==> src/rtl/load_store_unit.sv <==
// Load/store unit bridging execute-stage requests to data_memory; misaligned
// halfword/word accesses are carried out as ascending byte beats.
module load_store_unit #(
    parameter int DMEM_DATA_WIDTH = 32,
    parameter int DMEM_ADDR_WIDTH = 12
) (
    input  logic                       clk,
    input  logic                       rst,
    input  logic                       req_valid,
    output logic                       req_ready,
    input  logic                       req_we,
    input  logic [1:0]                 req_size,
    input  logic                       req_unsigned,
    input  logic [DMEM_ADDR_WIDTH-1:0] req_addr,
    input  logic [DMEM_DATA_WIDTH-1:0] req_wdata,
    output logic                       rsp_valid,
    input  logic                       rsp_ready,
    output logic [DMEM_DATA_WIDTH-1:0] rsp_rdata,
    output logic                       rsp_err,
    output logic                       rsp_split,
    output logic                       mem_wr_en,
    output logic [1:0]                 mem_rw_mode,
    output logic [DMEM_ADDR_WIDTH-1:0] mem_addr,
    output logic [DMEM_DATA_WIDTH-1:0] mem_w_data,
    input  logic [DMEM_DATA_WIDTH-1:0] mem_r_data
);
    localparam logic [1:0] SZ_BYTE = 2'b00;
    localparam logic [1:0] SZ_HALF = 2'b01;
    localparam logic [1:0] SZ_WORD = 2'b10;
    localparam logic [1:0] SZ_ILL  = 2'b11;

    typedef enum logic [1:0] {S_IDLE = 2'd0, S_BEAT = 2'd1, S_RESP = 2'd2} state_t;

    state_t                       r_state;
    logic   [1:0]                 r_beat;
    logic   [DMEM_DATA_WIDTH-1:0] r_rdata;
    logic                         r_err;
    logic                         r_rsp_split;
    logic                         r_mem_wr_en;
    logic   [1:0]                 r_mem_rw_mode;
    logic   [DMEM_ADDR_WIDTH-1:0] r_mem_addr;
    logic   [DMEM_DATA_WIDTH-1:0] r_mem_w_data;

    logic                         r_we;
    logic   [1:0]                 r_size;
    logic                         r_uns;
    logic   [DMEM_DATA_WIDTH-1:0] r_wdata;
    logic                         r_split;
    logic   [DMEM_DATA_WIDTH-1:0] r_asm;

    logic                         w_hs;
    logic                         w_req_split;
    logic                         w_last;
    logic   [DMEM_DATA_WIDTH-1:0] w_asm_next;

    function automatic logic f_split(input logic [1:0] size, input logic [1:0] a);
        return ((size == SZ_HALF) && a[0]) || ((size == SZ_WORD) && (a != 2'b00));
    endfunction

    function automatic logic [1:0] f_last_beat(input logic [1:0] size, input logic split);
        if (!split)
            return 2'd0;
        return (size == SZ_HALF) ? 2'd1 : 2'd3;
    endfunction

    function automatic logic [DMEM_DATA_WIDTH-1:0] f_beat_wdata(
        input logic [DMEM_DATA_WIDTH-1:0] d, input logic [1:0] k);
        return {{(DMEM_DATA_WIDTH-8){1'b0}}, d[8*k +: 8]};
    endfunction

    function automatic logic [DMEM_DATA_WIDTH-1:0] f_extend(
        input logic [DMEM_DATA_WIDTH-1:0] d, input logic [1:0] size, input logic uns);
        case (size)
            SZ_BYTE: return {{(DMEM_DATA_WIDTH-8){d[7] & ~uns}}, d[7:0]};
            SZ_HALF: return {{(DMEM_DATA_WIDTH-16){d[15] & ~uns}}, d[15:0]};
            default: return d;
        endcase
    endfunction

    assign w_hs        = req_valid && (r_state == S_IDLE);
    assign w_req_split = f_split(req_size, req_addr[1:0]);
    assign w_last      = (r_beat == f_last_beat(r_size, r_split));

    // Byte assembly including the beat currently on the bus.
    always_comb begin
        w_asm_next = r_asm;
        if (r_split)
            w_asm_next[8*r_beat +: 8] = mem_r_data[7:0];
        else
            w_asm_next = mem_r_data;
    end

    always_ff @(posedge clk) begin
        if (w_hs) begin
            r_we    <= req_we;
            r_size  <= req_size;
            r_uns   <= req_unsigned;
            r_wdata <= req_wdata;
            r_split <= w_req_split;
            r_asm   <= '0;
        end else if (r_state == S_BEAT) begin
            r_asm <= w_asm_next;
        end
    end

    // Memory port is registered: each beat's values are loaded one edge ahead.
    always_ff @(posedge clk or negedge rst) begin
        if (!rst) begin
            r_state       <= S_IDLE;
            r_beat        <= 2'd0;
            r_rdata       <= '0;
            r_err         <= 1'b0;
            r_rsp_split   <= 1'b0;
            r_mem_wr_en   <= 1'b0;
            r_mem_rw_mode <= SZ_BYTE;
            r_mem_addr    <= '0;
            r_mem_w_data  <= '0;
        end else begin
            case (r_state)
                S_IDLE: begin
                    if (w_hs) begin
                        r_beat <= 2'd0;
                        if (req_size == SZ_ILL) begin
                            r_state     <= S_RESP;
                            r_err       <= 1'b1;
                            r_rdata     <= '0;
                            r_rsp_split <= 1'b0;
                        end else begin
                            r_state       <= S_BEAT;
                            r_mem_wr_en   <= req_we;
                            r_mem_rw_mode <= w_req_split ? SZ_BYTE : req_size;
                            r_mem_addr    <= req_addr;
                            r_mem_w_data  <= w_req_split ? f_beat_wdata(req_wdata, 2'd0) : req_wdata;
                        end
                    end
                end
                S_BEAT: begin
                    if (w_last) begin
                        r_state       <= S_RESP;
                        r_mem_wr_en   <= 1'b0;
                        r_mem_rw_mode <= SZ_BYTE;
                        r_mem_addr    <= '0;
                        r_mem_w_data  <= '0;
                        r_err         <= 1'b0;
                        r_rsp_split   <= r_split;
                        r_rdata       <= r_we ? '0 : f_extend(w_asm_next, r_size, r_uns);
                    end else begin
                        r_beat       <= r_beat + 2'd1;
                        r_mem_addr   <= r_mem_addr + 1'b1;
                        r_mem_w_data <= f_beat_wdata(r_wdata, r_beat + 2'd1);
                    end
                end
                S_RESP: begin
                    if (rsp_ready) begin
                        r_state     <= S_IDLE;
                        r_rdata     <= '0;
                        r_err       <= 1'b0;
                        r_rsp_split <= 1'b0;
                    end
                end
                default: r_state <= S_IDLE;
            endcase
        end
    end

    assign req_ready   = (r_state == S_IDLE);
    assign rsp_valid   = (r_state == S_RESP);
    assign rsp_rdata   = r_rdata;
    assign rsp_err     = r_err;
    assign rsp_split   = r_rsp_split;
    assign mem_wr_en   = r_mem_wr_en;
    assign mem_rw_mode = r_mem_rw_mode;
    assign mem_addr    = r_mem_addr;
    assign mem_w_data  = r_mem_w_data;
endmodule

==> config.mk <==
export PLATFORM = sky130hd
export DESIGN_NAME = load_store_unit
export DESIGN_NICKNAME = d
export VERILOG_FILES = /design/src/rtl/load_store_unit.sv
export SDC_FILE = /design/constraint.sdc
export NUM_CORES = 1
export LEC_CHECK = 0
export ABC_AREA = 1
export CORE_UTILIZATION = 57
export CTS_CLUSTER_SIZE = 30
export DETAILED_ROUTE_END_ITERATION = 6
export DONT_BUFFER_PORTS = 1
export PLACE_DENSITY = 0.75
export SLEW_MARGIN = 20
export SYNTH_ARGS = -nofsm -noshare
export SYNTH_HDL_FRONTEND = slang
export SYNTH_SLANG_ARGS = --single-unit
export TNS_END_PERCENT = 1
==> constraint.sdc <==
create_clock -name clk -period 2.1 [get_ports clk]
set_input_delay 0.21 -clock clk [delete_from_list [all_inputs] [get_ports clk]]
set_output_delay 0.21 -clock clk [all_outputs]
set_load 0.02 [all_outputs]
==> results.tsv <==
metric	value	unit
run status	finished, violations left	
failing checks	negative hold slack	
TritonCTS clock tree	built	
I/O pins	167	
combined flip-flop and latch cell area	3880	sq um
Multi-input gate area	3050	sq um
r2r startpoint	r_beat[0]	
worst setup path startpoint	r_beat[0]	
DPL Wire Length	12.8	mm
FF-to-FF setup slack	0.12	ns
count of hold buffers inserted by post-cts repair	39	
GR met3 Demand/Resource	0.0659	
syn avg cell area	8.70	sq um
kind of start point of the critical path	register	
relative slew slack	0.643	
RD Place Congestion	0.928	
number of CTS-inserted buffers	17	
worst-path maximum fanout	10	
leakage power summed over all cells	0.00399	uW
share of layout cells above drive strength 1	0.150	
worst path arrival time	2.33	ns
1st-iter DRT viols	544	
worst min-delay path class	in2async	
Post-Syn Instances	854	
least setup slack across all paths after layout	0.122	ns
warning count from the yosys run	0	
IO buf count	0	
wire length per cell after detailed routing	17.9	microns
global-route wire length before repair	30.2	mm
Most Used Layer, Global Route	met2	
Chip Height	116	microns
shortest period the worst path allows	1.98	ns
total clock sinks	154	
Post-Place Worst Slack	0.0635	ns
synthesized flop and latch total	154	
fmax	0.506	GHz
Slowest-stage cell, CP	sky130_fd_sc_hd__dfrtp_1	
Clock Tree Buf Depth	2	
worst-skew pair later-pin latency	0.43	ns
sequential cell area fraction in the yosys report	0.522	
R2R Path End	rsp_rdata[30]	
synthesized net count	948	
die footprint	13500	sq um
vias after detailed routing	6299	
antenna violations before repair	0	
R2R depth	12	
Cell Chain, Critical Path	inv_2 > ha_2 > nor2_1 > nand2_1 > nand2_4 > nand2_1 > nand2_2 > nand2_4 > nand3_4 > buf_12 > nand2_2 > o21ai_2	
async set-reset flop share out of synthesis	0.552	
initial core utilization	0.587	
primary flip-flop cell chosen by synthesis mapping	sky130_fd_sc_hd__dfrtp_1	
post-layout net count	990	
clock tree root driver cell	sky130_fd_sc_hd__clkbuf_16	
worst vdd ir	0.000918	V
number of antenna-violating nets in the routed design	0	
Max stage delay on crit path	0.42	ns
ratio of final minimum period to clock period	0.942	
fin. max-slew vios	0	
Final Routed Wirelength	19.4	mm
synthesis-to-finish area growth	16.7	%
Post-Synthesis Cell Area	7430	sq um
maximum level of the CTS H-tree	4	
measured slew at the worst slew-check pin	0.535	ns
setup repair after global routing missed its margin	false	
core box area	12700	sq um
DR pass1 iterations	5	
critical path class	reg2reg	
power per cell area	1680	nW/um^2
CP endpoint kind	register	
largest net degree at the start of global routing	86	
global route overflow	0	
die span in x	116	microns
Unique masters post-synth	46	
final-layout worst hold slack	-0.524	ns
final setup skew	0.0111	ns
crit path capture	rsp_rdata[30]	
number of flops mapped to enable cells by yosys	37	
Filler cells	1013	
drt via density	5.82	
met1 capacity usage during global routing	0.349	
setup-violating endpoint count in the final report	0	
number of hold-slack violations in the final timing report	85	
Tot GR Track Use	0.295	
endpoint required time on the critical path	2.45	ns
number of design rule violations left after detail routing	0	
number of rows created at floorplan	41	
global-route met2 utilization	0.515	
maximum capacitance violations	0	
clock-pin slew of the registers on the worst-case setup and hold paths	0.07	ns
via count of the first global-routing pass	6142	
## routing by layer
layer / wire length (microns) / vias up
met4: 500 / 0
met3: 1800 / 37
met2: 9790 / 315
li1: - / 2951
met1: 7320 / 2996
met5: 0 / -
## sequential cells by signal, indices dropped and copies added, names as in the netlist
name and flops:
r_size 2, r_wdata 32, r_asm 32, mem_addr 12
mem_w_data 32, rsp_split 1, r_split 1, r_we 1
rsp_err 1, rsp_rdata 32, r_state 2, mem_wr_en 1
r_uns 1, mem_rw_mode 2, r_beat 2
## cell usage in the layout (no fill, tap or decap), types with 3 or more instances in the layout
cell type,synthesis,layout
sky130_fd_sc_hd__xor2_1,5,5
sky130_fd_sc_hd__a32oi_1,3,3
sky130_fd_sc_hd__dlygate4sd3_1,0,39
sky130_fd_sc_hd__nand2_4,3,3
sky130_fd_sc_hd__a22oi_1,4,4
sky130_fd_sc_hd__inv_6,0,6
sky130_fd_sc_hd__or2_2,16,16
sky130_fd_sc_hd__o31ai_1,4,4
sky130_fd_sc_hd__clkbuf_16,0,17
sky130_fd_sc_hd__buf_12,1,6
sky130_fd_sc_hd__nand3_1,50,49
sky130_fd_sc_hd__nand3_2,1,3
sky130_fd_sc_hd__inv_8,0,4
sky130_fd_sc_hd__nor3_1,3,3
sky130_fd_sc_hd__nand2_2,11,12
sky130_fd_sc_hd__inv_2,2,5
sky130_fd_sc_hd__nor2_1,47,47
sky130_fd_sc_hd__edfxtp_1,37,37
sky130_fd_sc_hd__o21ai_0,79,79
sky130_fd_sc_hd__a21oi_1,85,85
sky130_fd_sc_hd__o21ai_2,23,23
sky130_fd_sc_hd__dfrtp_1,85,85
sky130_fd_sc_hd__inv_1,61,57
sky130_fd_sc_hd__o22ai_1,14,14
sky130_fd_sc_hd__nand2_1,204,203
sky130_fd_sc_hd__ha_1,10,8
sky130_fd_sc_hd__buf_4,3,24
sky130_fd_sc_hd__a21o_1,4,4
sky130_fd_sc_hd__dfxtp_1,32,32
## worst min path at each step
stage | from | end | slack (ns) | cells after the start
floorplan | rst | mem_addr[0] | -0.09 | 0
finish | rst | mem_w_data[12] | -0.52 | 0
global route | rst | mem_w_data[28] | -0.54 | 0
global placement | rst | rsp_rdata[16] | -0.08 | 0
detailed placement | rst | rsp_rdata[16] | -0.08 | 0
CTS | rst | rsp_rdata[18] | -0.54 | 0
## where the power goes
group / internal (uW) / switching, uW / total, uW
Clock: 1580 / 1390 / 2980
Combinational: 2020 / 3500 / 5530
Sequential: 4310 / 1730 / 6050
## cell usage after synthesis (3+ instances only)
master | count | share of area
sky130_fd_sc_hd__a32oi_1 | 3 | 0.0035
sky130_fd_sc_hd__a21oi_1 | 85 | 0.057
sky130_fd_sc_hd__nand2_2 | 11 | 0.0093
sky130_fd_sc_hd__o31ai_1 | 4 | 0.0040
sky130_fd_sc_hd__a22oi_1 | 4 | 0.0040
sky130_fd_sc_hd__nor3_1 | 3 | 0.0020
sky130_fd_sc_hd__dfxtp_1 | 32 | 0.086
sky130_fd_sc_hd__o21ai_2 | 23 | 0.027
sky130_fd_sc_hd__nand3_1 | 50 | 0.034
sky130_fd_sc_hd__buf_6 | 8 | 0.012
sky130_fd_sc_hd__o22ai_1 | 14 | 0.012
sky130_fd_sc_hd__edfxtp_1 | 37 | 0.15
sky130_fd_sc_hd__buf_2 | 18 | 0.012
sky130_fd_sc_hd__o21ai_0 | 79 | 0.053
sky130_fd_sc_hd__or2_2 | 16 | 0.013
sky130_fd_sc_hd__xor2_1 | 5 | 0.0059
sky130_fd_sc_hd__inv_1 | 61 | 0.031
sky130_fd_sc_hd__a21o_1 | 4 | 0.0040
sky130_fd_sc_hd__ha_1 | 10 | 0.017
sky130_fd_sc_hd__nand2_4 | 3 | 0.0045
sky130_fd_sc_hd__dfrtp_1 | 85 | 0.29
sky130_fd_sc_hd__buf_4 | 3 | 0.0030
sky130_fd_sc_hd__nand2_1 | 204 | 0.10
sky130_fd_sc_hd__clkbuf_1 | 17 | 0.0086
sky130_fd_sc_hd__nor2_1 | 47 | 0.024
## per-stage QoR
stage / std cells / TNS, ns / instance area (sq um) / total power (uW) / utilization
floorplan: 854 / -0.907 / 7440 / 9910 / -
global placement: 1005 / 0 / 7630 / 11000 / 0.603
detailed placement: 1005 / 0 / 7630 / 11300 / 0.603
CTS: 1076 / 0 / 8600 / 14400 / 0.679
global route: 1081 / 0 / 8670 / 15500 / 0.684
finish: 1082 / 0 / 8670 / 14500 / 0.684
## cell type report
class / count / share of cell area
Antenna cell: 1 / 0.000289
Clock buffer: 17 / 0.0491
Clock inverter: 15 / 0.0172
Inverter: 65 / 0.0289
Multi-Input combinational cell: 588 / 0.351
Sequential cell: 154 / 0.447
Tap cell: 172 / 0.0248
Timing Repair Buffer: 70 / 0.0814
## critical path: cells and delay by family, from the launching register on
family	cells	cell delay, ns
compound gates	1	0.11
fa+ha+maj	1	0.32
buf+inv	2	0.26
flops	1	0.42
simple gates	8	0.77
## logic make-up (layout without fill, tap and decap cells)
| logic type | count (synthesis) | count (layout) | share of synthesized area |
|---|---|---|---|
| xor+xnor | 7 | 7 | 0.00825 |
| other cells | 0 | 1 | 0 |
| flops | 154 | 154 | 0.522 |
| buf+inv | 113 | 167 | 0.0722 |
| simple gates | 346 | 347 | 0.208 |
| compound gates | 224 | 224 | 0.173 |
| fa+ha+maj | 10 | 10 | 0.0168 |
## timing repair
item,in CTS,in global routing
setup buffers,0,4
hold endpoints to repair,157,85
gates resized for setup,0,8
endpoints found under the setup margin,0,17
Power figures use the tool's default switching activity.
